`src/rtl/unified_mem_arbiter_pkg.sv`:
```
// Shared definitions for the unified memory arbiter.
//  - arb_state_e : arbiter FSM states (2-bit encoding)
//  - owner_e     : owner of the transaction currently on the memory port
//  - cnt_width() : width of a counter that must hold 0..max
package unified_mem_arbiter_pkg;

  typedef enum logic [1:0] {
    ARB_IDLE    = 2'b00,
    ARB_BUSY_IF = 2'b01,
    ARB_BUSY_DM = 2'b10
  } arb_state_e;

  typedef enum logic {
    OWN_IF = 1'b0,
    OWN_DM = 1'b1
  } owner_e;

  localparam int ADDR_W_DEF     = 16;
  localparam int DATA_W_DEF     = 16;
  localparam int STARVE_MAX_DEF = 4;

  // BUSY state that corresponds to a given owner.
  function automatic arb_state_e busy_state(owner_e owner);
    return (owner == OWN_DM) ? ARB_BUSY_DM : ARB_BUSY_IF;
  endfunction

  // Bits needed to count from 0 up to and including max.
  function automatic int cnt_width(int max);
    return (max < 1) ? 1 : $clog2(max + 1);
  endfunction

endpackage

```
`src/rtl/unified_mem_arbiter_if.sv`:
```
// Bus bundle between the IF stage, the MEM stage, the arbiter and the memory.
//  IF side  : if_req, if_addr, if_flush -> ; <- if_ready, if_rdata
//  DM side  : dm_req, dm_we, dm_addr, dm_wdata -> ; <- dm_ready, dm_rdata
//  Memory   : <- mem_en, mem_we, mem_addr, mem_wdata ; mem_rdata, mem_valid ->
// Modports:
//  slave  : the arbiter (consumes requests and memory completions)
//  master : the environment (pipeline stages plus memory)
interface unified_mem_arbiter_if #(
  parameter int ADDR_W = 16,
  parameter int DATA_W = 16
);

  logic              if_req;
  logic [ADDR_W-1:0] if_addr;
  logic              if_flush;
  logic              if_ready;
  logic [DATA_W-1:0] if_rdata;

  logic              dm_req;
  logic              dm_we;
  logic [ADDR_W-1:0] dm_addr;
  logic [DATA_W-1:0] dm_wdata;
  logic              dm_ready;
  logic [DATA_W-1:0] dm_rdata;

  logic              mem_en;
  logic              mem_we;
  logic [ADDR_W-1:0] mem_addr;
  logic [DATA_W-1:0] mem_wdata;
  logic [DATA_W-1:0] mem_rdata;
  logic              mem_valid;

  modport slave (
    input  if_req, if_addr, if_flush,
    output if_ready, if_rdata,
    input  dm_req, dm_we, dm_addr, dm_wdata,
    output dm_ready, dm_rdata,
    output mem_en, mem_we, mem_addr, mem_wdata,
    input  mem_rdata, mem_valid
  );

  modport master (
    output if_req, if_addr, if_flush,
    input  if_ready, if_rdata,
    output dm_req, dm_we, dm_addr, dm_wdata,
    input  dm_ready, dm_rdata,
    input  mem_en, mem_we, mem_addr, mem_wdata,
    output mem_rdata, mem_valid
  );

endinterface

```
`src/rtl/unified_mem_arbiter_starve_counter.sv`:
```
// Counts consecutive data grants taken while a fetch was waiting.
// Ports:
//  clk, rst_n : clock, synchronous active-low reset
//  inc        : data grant with an effective fetch pending (saturates)
//  clr        : fetch grant; clear has priority over inc
//  sat        : count has reached STARVE_MAX, fetch must win next
module starve_counter
  import unified_mem_arbiter_pkg::*;
#(
  parameter int STARVE_MAX = STARVE_MAX_DEF
) (
  input  logic clk,
  input  logic rst_n,
  input  logic inc,
  input  logic clr,
  output logic sat
);

  localparam int CW = cnt_width(STARVE_MAX);

  logic [CW-1:0] cnt_q, cnt_d;

  assign sat = (cnt_q == CW'(STARVE_MAX));

  // NOTE: combinational blocks assign every output a default first so no
  // path through the block can leave a value unassigned and infer a latch.
  always_comb begin
    cnt_d = cnt_q;
    if (clr) begin
      cnt_d = '0;
    end else if (inc && !sat) begin
      cnt_d = cnt_q + 1'b1;
    end
  end

  // NOTE: state registers use non-blocking assignments so every flop samples
  // values from before the edge, independent of block ordering.
  always_ff @(posedge clk) begin
    if (!rst_n) cnt_q <= '0;
    else        cnt_q <= cnt_d;
  end

endmodule

```
`src/rtl/unified_mem_arbiter.sv`:
```
// Arbitrates one single-ported unified memory between instruction fetch (IF)
// and data access (DM). One transaction at a time; the grant is registered in
// IDLE, the memory port is driven from latched request fields, and the
// completion is steered back to the owner combinationally. Data wins unless
// fetch has been passed over STARVE_MAX times in a row. A fetch may be
// cancelled (if_flush) while pending or in flight; the memory access still
// runs to completion but its data is discarded.
// Ports:
//  clk   : clock, rising edge
//  rst_n : synchronous active-low reset
//  bus   : request/response/memory bundle (slave side)
module unified_mem_arbiter
  import unified_mem_arbiter_pkg::*;
#(
  parameter int ADDR_W     = ADDR_W_DEF,
  parameter int DATA_W     = DATA_W_DEF,
  parameter int STARVE_MAX = STARVE_MAX_DEF
) (
  input  logic                  clk,
  input  logic                  rst_n,
  unified_mem_arbiter_if.slave  bus
);

  arb_state_e        state_q, state_d;
  logic              mem_we_q, mem_we_d;
  logic [ADDR_W-1:0] mem_addr_q, mem_addr_d;
  logic [DATA_W-1:0] mem_wdata_q, mem_wdata_d;
  logic              cancel_q, cancel_d;

  logic              if_eff;
  logic              grant_if, grant_dm;
  logic              starve_sat;
  logic              if_ready, dm_ready;
  logic [DATA_W-1:0] if_rdata, dm_rdata;

  // A flushed fetch request is not a request at all.
  assign if_eff = bus.if_req && !bus.if_flush;

  starve_counter #(
    .STARVE_MAX (STARVE_MAX)
  ) u_starve (
    .clk   (clk),
    .rst_n (rst_n),
    .inc   (grant_dm && if_eff),
    .clr   (grant_if),
    .sat   (starve_sat)
  );

  always_comb begin
    state_d     = state_q;
    mem_we_d    = mem_we_q;
    mem_addr_d  = mem_addr_q;
    mem_wdata_d = mem_wdata_q;
    cancel_d    = 1'b0;
    grant_if    = 1'b0;
    grant_dm    = 1'b0;
    if_ready    = 1'b0;
    if_rdata    = '0;
    dm_ready    = 1'b0;
    dm_rdata    = '0;

    unique case (state_q)
      ARB_IDLE: begin
        // mem_valid is ignored here: a stale completion has no owner.
        if (bus.dm_req && (!if_eff || !starve_sat)) begin
          grant_dm    = 1'b1;
          state_d     = busy_state(OWN_DM);
          mem_we_d    = bus.dm_we;
          mem_addr_d  = bus.dm_addr;
          mem_wdata_d = bus.dm_wdata;
        end else if (if_eff) begin
          grant_if    = 1'b1;
          state_d     = busy_state(OWN_IF);
          mem_we_d    = 1'b0;
          mem_addr_d  = bus.if_addr;
          mem_wdata_d = '0;
        end
      end

      ARB_BUSY_IF: begin
        if (bus.mem_valid) begin
          state_d = ARB_IDLE;
          // A flush in this very cycle also suppresses the response.
          if (!(cancel_q || bus.if_flush)) begin
            if_ready = 1'b1;
            if_rdata = bus.mem_rdata;
          end
        end else begin
          // Cancel is sticky only while the access is still outstanding.
          cancel_d = cancel_q || bus.if_flush;
        end
      end

      ARB_BUSY_DM: begin
        if (bus.mem_valid) begin
          state_d  = ARB_IDLE;
          dm_ready = 1'b1;
          dm_rdata = mem_we_q ? '0 : bus.mem_rdata;
        end
      end

      default: state_d = ARB_IDLE;
    endcase
  end

  always_ff @(posedge clk) begin
    if (!rst_n) begin
      state_q     <= ARB_IDLE;
      mem_we_q    <= 1'b0;
      mem_addr_q  <= '0;
      mem_wdata_q <= '0;
      cancel_q    <= 1'b0;
    end else begin
      state_q     <= state_d;
      mem_we_q    <= mem_we_d;
      mem_addr_q  <= mem_addr_d;
      mem_wdata_q <= mem_wdata_d;
      cancel_q    <= cancel_d;
    end
  end

  assign bus.mem_en    = (state_q != ARB_IDLE);
  assign bus.mem_we    = mem_we_q;
  assign bus.mem_addr  = mem_addr_q;
  assign bus.mem_wdata = mem_wdata_q;

  assign bus.if_ready  = if_ready;
  assign bus.if_rdata  = if_rdata;
  assign bus.dm_ready  = dm_ready;
  assign bus.dm_rdata  = dm_rdata;

endmodule

```
`src/flat_wrapper.sv`:
```
// flat-port wrapper written by rule: the top's interface ports become plain ports
module unified_mem_arbiter_flat import unified_mem_arbiter_pkg::*;
#(
  parameter int ADDR_W     = ADDR_W_DEF,
  parameter int DATA_W     = DATA_W_DEF,
  parameter int STARVE_MAX = STARVE_MAX_DEF
)
  (clk, rst_n, bus_if_req, bus_if_addr, bus_if_flush, bus_if_ready, bus_if_rdata, bus_dm_req, bus_dm_we, bus_dm_addr, bus_dm_wdata, bus_dm_ready, bus_dm_rdata, bus_mem_en, bus_mem_we, bus_mem_addr, bus_mem_wdata, bus_mem_rdata, bus_mem_valid);
  unified_mem_arbiter_if #(.ADDR_W(ADDR_W), .DATA_W(DATA_W)) bus_i ();
  input  logic clk;
  input  logic rst_n;
  input wire logic [$bits(bus_i.if_req)-1:0] bus_if_req;
  input wire logic [$bits(bus_i.if_addr)-1:0] bus_if_addr;
  input wire logic [$bits(bus_i.if_flush)-1:0] bus_if_flush;
  output wire logic [$bits(bus_i.if_ready)-1:0] bus_if_ready;
  output wire logic [$bits(bus_i.if_rdata)-1:0] bus_if_rdata;
  input wire logic [$bits(bus_i.dm_req)-1:0] bus_dm_req;
  input wire logic [$bits(bus_i.dm_we)-1:0] bus_dm_we;
  input wire logic [$bits(bus_i.dm_addr)-1:0] bus_dm_addr;
  input wire logic [$bits(bus_i.dm_wdata)-1:0] bus_dm_wdata;
  output wire logic [$bits(bus_i.dm_ready)-1:0] bus_dm_ready;
  output wire logic [$bits(bus_i.dm_rdata)-1:0] bus_dm_rdata;
  output wire logic [$bits(bus_i.mem_en)-1:0] bus_mem_en;
  output wire logic [$bits(bus_i.mem_we)-1:0] bus_mem_we;
  output wire logic [$bits(bus_i.mem_addr)-1:0] bus_mem_addr;
  output wire logic [$bits(bus_i.mem_wdata)-1:0] bus_mem_wdata;
  input wire logic [$bits(bus_i.mem_rdata)-1:0] bus_mem_rdata;
  input wire logic [$bits(bus_i.mem_valid)-1:0] bus_mem_valid;
  assign bus_i.if_req = bus_if_req;
  assign bus_i.if_addr = bus_if_addr;
  assign bus_i.if_flush = bus_if_flush;
  assign bus_if_ready = bus_i.if_ready;
  assign bus_if_rdata = bus_i.if_rdata;
  assign bus_i.dm_req = bus_dm_req;
  assign bus_i.dm_we = bus_dm_we;
  assign bus_i.dm_addr = bus_dm_addr;
  assign bus_i.dm_wdata = bus_dm_wdata;
  assign bus_dm_ready = bus_i.dm_ready;
  assign bus_dm_rdata = bus_i.dm_rdata;
  assign bus_mem_en = bus_i.mem_en;
  assign bus_mem_we = bus_i.mem_we;
  assign bus_mem_addr = bus_i.mem_addr;
  assign bus_mem_wdata = bus_i.mem_wdata;
  assign bus_i.mem_rdata = bus_mem_rdata;
  assign bus_i.mem_valid = bus_mem_valid;
  unified_mem_arbiter #(.ADDR_W(ADDR_W), .DATA_W(DATA_W), .STARVE_MAX(STARVE_MAX)) u_core (.clk(clk), .rst_n(rst_n), .bus(bus_i));
endmodule
```
`config.mk`:
```
export PLATFORM = sky130hd
export DESIGN_NAME = unified_mem_arbiter_flat
export DESIGN_NICKNAME = d
export VERILOG_FILES = /design/src/rtl/unified_mem_arbiter_pkg.sv /design/src/rtl/unified_mem_arbiter_if.sv /design/src/rtl/unified_mem_arbiter_starve_counter.sv /design/src/rtl/unified_mem_arbiter.sv /design/src/flat_wrapper.sv
export SDC_FILE = /design/constraint.sdc
export NUM_CORES = 1
export LEC_CHECK = 0
export ABC_AREA = 1
export ABC_CLOCK_PERIOD_IN_PS = 2000
export BUFFER_PORTS_ARGS = -buffer_cell sky130_fd_sc_hd__buf_4
export CELL_PAD_IN_SITES_DETAIL_PLACEMENT = 2
export CELL_PAD_IN_SITES_GLOBAL_PLACEMENT = 2
export CORE_MARGIN = 2
export CORE_UTILIZATION = 20
export CTS_CLUSTER_SIZE = 10
export DETAILED_ROUTE_END_ITERATION = 8
export GPL_TIMING_DRIVEN = 0
export PLACE_DENSITY_LB_ADDON = 0.1
export REMOVE_ABC_BUFFERS = 1
export SYNTH_ARGS = -nofsm -noshare
export SYNTH_HDL_FRONTEND = slang
export SYNTH_SLANG_ARGS = --single-unit
```
`constraint.sdc`:
```
create_clock -name clk -period 2 [get_ports clk]
set_clock_uncertainty 0.1 [all_clocks]
set_input_delay 0.2 -clock clk [delete_from_list [all_inputs] [get_ports clk]]
set_output_delay 0.2 -clock clk [all_outputs]
set_load 0.01 [all_outputs]
```
==> results.yml, run 1 <==
cells_and_area:
  final_util: 0.336
  stdcell_count: 596
  fillers: 1258
  area_growth_pct: 64.6
  regArea_sq_um: 781
  final_cell_mix: "buf_4, nor2_1, nand2_1"
  final_nets: 536
  final_common_cell: "buf_4"
  antennaDiodeCount: 0
  drive_gt1_frac: 0.357
  multiInputGateArea_sq_um: 1110
clock_network:
  clk_pin_slew_ns: 0.08
  root_buffer: "clkbuf_8"
  clockBufferDepth: 2
  cts_tree: "done"
  htreeDepth: 2
  numCtsBuffers: 5
  clock_latency_ns: 0.29
  cts.sinks: 39
worst_setup_path:
  cp_slowest_cell: "dfxtp_1"
  path_cells: "inv_1, ha_1, nand2_1, or2_4, nor2_2, buf_4"
  r2r_cells: 9
  crit_start: "u_core.state_q[0]"
  crit_required_ns: 1.70
  max_stage_delay_ns: 0.32
  crit_fanout: 16
  rrSetupSlack_ns: 0.26
  critPathKind: "register to primary output"
  cp-endpoint: "bus_dm_rdata[10]"
  start_kind: "register"
  worstSetupEndpointType: "primary output"
  r2r_end: "u_core.bus.mem_addr[10]"
  r2r_start: "u_core.state_q[1]"
  crit_arrival_ns: 1.56
floorplanning:
  io_pins: 139
  die_h_microns: 106
  initial_core_util: 0.204
  core_area_sq_um: 10200
  die_area_sq_um: 11300
  fp.dieW_microns: 106
  std_cell_rows: 37
pwr:
  ir_drop_uv: 277
  p_leak_nw: 1.83
  power.density_nw_per_um2: 917
placed_design:
  placed_cells: 580
  hpwl_microns: 6150
  port_buffers: 138
  place_congestion: 0.719
logic_synthesis:
  synth_edf_count: 0
  synth-main-ff-cell: "dfxtp_1"
  synth.ff_latch_count: 39
  synth_cell_type_count: 20
  async_reset_ff_frac: 0
  seq_area_frac_synth: 0.373
  syn_area_per_cell_sq_um: 6.41
  yosys_warnings: 0
  synth_area_sq_um: 2090
  synth_cells: 326
route:
  route.detailed.drc: 0
  vias: 2626
  drtIter0Drc: 65
  antenna_left: 0
  dr.pass1.iters: 4
  wl_per_cell_microns: 15.5
  viasPerCell: 4.41
  wirelength_microns: 9250
grt:
  grt_pass1_vias: 2756
  grt_max_degree: 38
  grt.overflow.total: 0
  antenna_found_initial: 0
  grt_usage: 0.163
  grt_pass1_wl_microns: 14500
timing:
  finalCritPeriodShare: 0.932
  layout_min_cycle_time_ns: 1.86
  maxSlewHeadroom: 0.261
  fmax_ghz: 0.536
  final-hold-violation-count: 0
  setup_viol: 0
  rsz0062_at_grt: "no"
  tightestPinTransition_ns: 1.11
  slew_violations: 0
worst_hold_path:
  hold_class: "primary input to register"
run:
  max-cap-violations: 0
run_status:
  status: "completed"
logic make-up (layout without fill, tap and decap cells):
group                    after synthesis  count (layout)  synth area share
adder cells (fa/ha/maj)                5               5            0.0299
AND/OR/NAND/NOR                      191             192             0.392
buffers and inverters                 66             198             0.138
AO/OA/AOI/OAI                         24              25            0.0628
flip-flops                            39              39             0.373
XOR/XNOR                               1               1           0.00419
layer usage:
| metal | share of wire | up-vias | track usage |
|---|---|---|---|
| met4 | 0.0075 | 0 | 0.0310 |
| met3 | 0.093 | 6 | 0.0509 |
| met5 | 0 | - | 0 |
| met2 | 0.51 | 99 | 0.309 |
| met1 | 0.39 | 1232 | 0.177 |
| li1 | - | 1289 | - |
final cells by class:
cell class / count / share of cell area
Clock buffer: 6 / 0.0240
Clock inverter: 1 / 0.00145
Inverter: 46 / 0.0502
Multi-Input combinational cell: 223 / 0.324
Sequential cell: 39 / 0.227
Tap cell: 136 / 0.0494
Timing Repair Buffer: 145 / 0.324
sequential cells by signal (all words and copies together) (netlist names):
| signal | flops |
|---|---|
| u_core.bus.mem_addr | 16 |
| u_core.bus.mem_wdata | 16 |
| u_core.u_starve.cnt_q | 3 |
| u_core.state_q | 2 |
| u_core.bus.mem_we | 1 |
| u_core.cancel_q | 1 |
stage by stage:
stage          setup slack (ns)  area (sq um)  hold slack, ns  power, mW  TNS [ns]
2_1_floorplan            -0.237          1980           0.178       1.76     -4.86
3_3_place_gp              -1.10          3180           0.298       2.42    -31.87
3_5_place_dp              -1.14          3180           0.303       2.46    -33.14
4_1_cts                  0.0301          3350        0.000279       3.16         0
5_1_grt                 0.00392          3440          0.0655       3.44         0
6_report                  0.135          3440          0.0749       3.16         0
where the power goes:
| group | switching, mW | internal (mW) |
|---|---|---|
| Combinational | 0.873 | 0.685 |
| Clock | 0.292 | 0.271 |
| Sequential | 0.0913 | 0.945 |
cell usage after synthesis, types with 3 or more instances:
library cell | number | area share
buf_2 | 5 | 0.012
inv_2 | 3 | 0.0054
nand4_1 | 18 | 0.054
nor2_1 | 70 | 0.13
a21oi_1 | 22 | 0.053
nand3_1 | 34 | 0.081
buf_6 | 3 | 0.016
ha_1 | 5 | 0.030
dfxtp_1 | 39 | 0.37
inv_1 | 43 | 0.077
nand2_1 | 65 | 0.12
buf_4 | 3 | 0.011
clkbuf_1 | 9 | 0.016
critical path: cells and delay by family (launching register included):
kind	cells	cell delay, ns
buffers and inverters	2	0.25
AND/OR/NAND/NOR	3	0.52
adder cells (fa/ha/maj)	1	0.16
flip-flops	1	0.32
what timing repair did:
action	in CTS	in global routing
hold buffers	0	1
resized for setup	9	4
setup buffers	2	4
pin swaps	1	2
cloned	2	0
endpoints found under the setup margin	72	21
endpoints found under the hold margin	0	1
worst min path at each step:
stage / startpoint / endpoint / depth (start not counted) / slack [ns]
finish: rst_n / u_core.state_q[1] / 3 / 0.07
global route: rst_n / u_core.state_q[1] / 3 / 0.07
CTS: bus_mem_valid / u_core.cancel_q / 2 / 0.0003
detailed placement: bus_mem_valid / u_core.cancel_q / 2 / 0.30
global placement: bus_mem_valid / u_core.cancel_q / 2 / 0.30
floorplan: bus_mem_valid / u_core.cancel_q / 1 / 0.18
Power figures use the tool's default switching activity.
==> run 2: changes to the inputs <==
Settings changed: CTS_BUF_LIST set to sky130_fd_sc_hd__clkbuf_16.
==> run 2 against run 1 <==
Maximum frequency down 1.2%. Worst setup slack worse by 0.023 ns. Combinational power down 3%. Register-to-register slack worse by 0.11 ns. Global-route usage down 0.064 points. Cell count down 0.17%. Count of clock-buffer cells in the layout down 1. Sequential power about the same. Critical path type unchanged. Critical endpoint unchanged.
==> results.yml, run 2 (synthesis gave the netlist of run 1 again) <==
timing:
  final-hold-violation-count: 0
  fmax_ghz: 0.530
  tightestPinTransition_ns: 1.12
  finalCritPeriodShare: 0.944
  hold_ws_ns: 0.0323
  setup_viol: 0
  layout_min_cycle_time_ns: 1.89
  maxSlewHeadroom: 0.250
  slew_violations: 0
route:
  antenna_left: 0
  drtIter0Drc: 46
  dr.pass1.iters: 4
  route.detailed.drc: 0
  viasPerCell: 4.38
  vias: 2609
  wirelength_microns: 9120
  wl_per_cell_microns: 15.3
clock_network:
  numCtsBuffers: 5
  root_buffer: "clkbuf_16"
  cts.sinks: 39
  hold_buffers: 0
  clk_pin_slew_ns: 0.06
  clock_latency_ns: 0.27
  htreeDepth: 2
  clockBufferDepth: 2
  cts_tree: "done"
worst_setup_path:
  critPathKind: "register to primary output"
  path_cells: "inv_1, ha_1, nand2_1, or2_4, nor2_1, buf_4"
  r2r_start: "u_core.u_starve.cnt_q[0]"
  r2r_end: "u_core.bus.mem_addr[13]"
  crit_arrival_ns: 1.59
  start_kind: "register"
  max_stage_delay_ns: 0.32
  rrSetupSlack_ns: 0.15
  crit_fanout: 16
  crit_required_ns: 1.70
  worstSetupEndpointType: "primary output"
  r2r_cells: 7
  cp_slowest_cell: "dfxtp_1"
placed_design:
  place_congestion: 0.719
  port_buffers: 138
  hpwl_microns: 6150
  placed_cells: 580
  placed_cell_area_sq_um: 3180
grt:
  grt_pass1_vias: 2772
  grt.overflow.total: 0
  antenna_found_initial: 0
  grt_pass1_wl_microns: 14500
  grt_usage: 0.162
  grt_max_degree: 38
worst_hold_path:
  min_delay_path_depth: 2
  min_from: "bus_mem_valid"
  hold_class: "primary input to register"
  min_to: "u_core.cancel_q"
cells_and_area:
  antennaDiodeCount: 0
  final_cell_mix: "buf_4, nor2_1, nand2_1"
  drive_gt1_frac: 0.351
  area_growth_pct: 65.1
  final_common_cell: "buf_4"
  final_nets: 535
  final_area_sq_um: 3450
  fillers: 1258
  multiInputGateArea_sq_um: 1100
  regArea_sq_um: 781
  stdcell_count: 595
run_status:
  status: "completed"
floorplanning:
  core_area_sq_um: 10200
  fp.dieW_microns: 106
  initial_core_util: 0.204
  std_cell_rows: 37
  die_h_microns: 106
  die_area_sq_um: 11300
  io_pins: 139
run:
  max-cap-violations: 0
pwr:
  p_leak_nw: 1.84
  power.density_nw_per_um2: 958
  ir_drop_uv: 564
  power_mw: 3.31
run 2: changes by cell type in the layout (fill, tap and decap cells not counted):
cell,change
clkinv_1,+1
nor2_2,-2
buf_12,-1
nand4_4,-1
clkbuf_8,-6
nand4_2,+1
dlygate4sd3_1,-1
clkbuf_16,+5
buf_4,+1
nor2_1,+2
run 2: final cells by class:
class	count	share of cell area
clock buffer	5	0.0362
clock inverter	2	0.00254
inverter	46	0.0500
multi-input combinational	223	0.319
sequential	39	0.226
tap	136	0.0493
timing repair buffer	144	0.317
run 2: per-stage QoR:
step / util / setup slack (ns) / TNS (ns)
after global routing: 0.337 / -0.00607 / -0.00607
final: 0.337 / 0.112 / 0
after CTS: 0.333 / -0.0369 / -0.0462
after detailed placement: 0.311 / -1.14 / -33.14
after global placement: 0.311 / -1.10 / -31.87
after floorplan: - / -0.237 / -4.86
run 2: worst max path at each step:
| stage | endpoint | slack, ns | from | cells past startpoint |
|---|---|---|---|---|
| 2_1_floorplan | u_core.bus.mem_wdata[0] | -0.24 | u_core.state_q[0] | 7 |
| 3_3_place_gp | u_core.bus.mem_wdata[10] | -1.10 | u_core.state_q[0] | 7 |
| 3_5_place_dp | u_core.bus.mem_wdata[4] | -1.14 | u_core.state_q[1] | 7 |
| 4_1_cts | bus_dm_rdata[10] | -0.04 | u_core.state_q[0] | 6 |
| 5_1_grt | u_core.bus.mem_addr[0] | -0.006 | u_core.state_q[0] | 9 |
| 6_report | bus_dm_rdata[10] | 0.11 | u_core.state_q[0] | 6 |
run 2: power breakdown:
group          total [mW]  switching [mW]  internal (mW)  leakage, nW
clock network       0.760           0.311          0.449       0.0671
logic                1.51           0.852          0.659         1.45
registers            1.04          0.0900          0.946        0.321
run 2: per-layer routing:
metal  wire, microns  GRT usage
met5               0          0
met4              76     0.0301
met3             796     0.0490
met2            4580      0.306
met1            3670      0.179
run 2: what timing repair did:
action                     in CTS  in global routing
hold endpoints to repair        0                  0
setup endpoints to repair      72                 47
setup buffers                   4                  2
cloned                          2                  0
resized for setup               7                  3
pin swaps                       1                  1
run 2: critical path, delay by kind of cell (launching register included):
kind	cells	cell delay (ns)
adders and majority gates	1	0.16
buffers and inverters	2	0.28
DFF	1	0.32
and+or+nand+nor	3	0.54
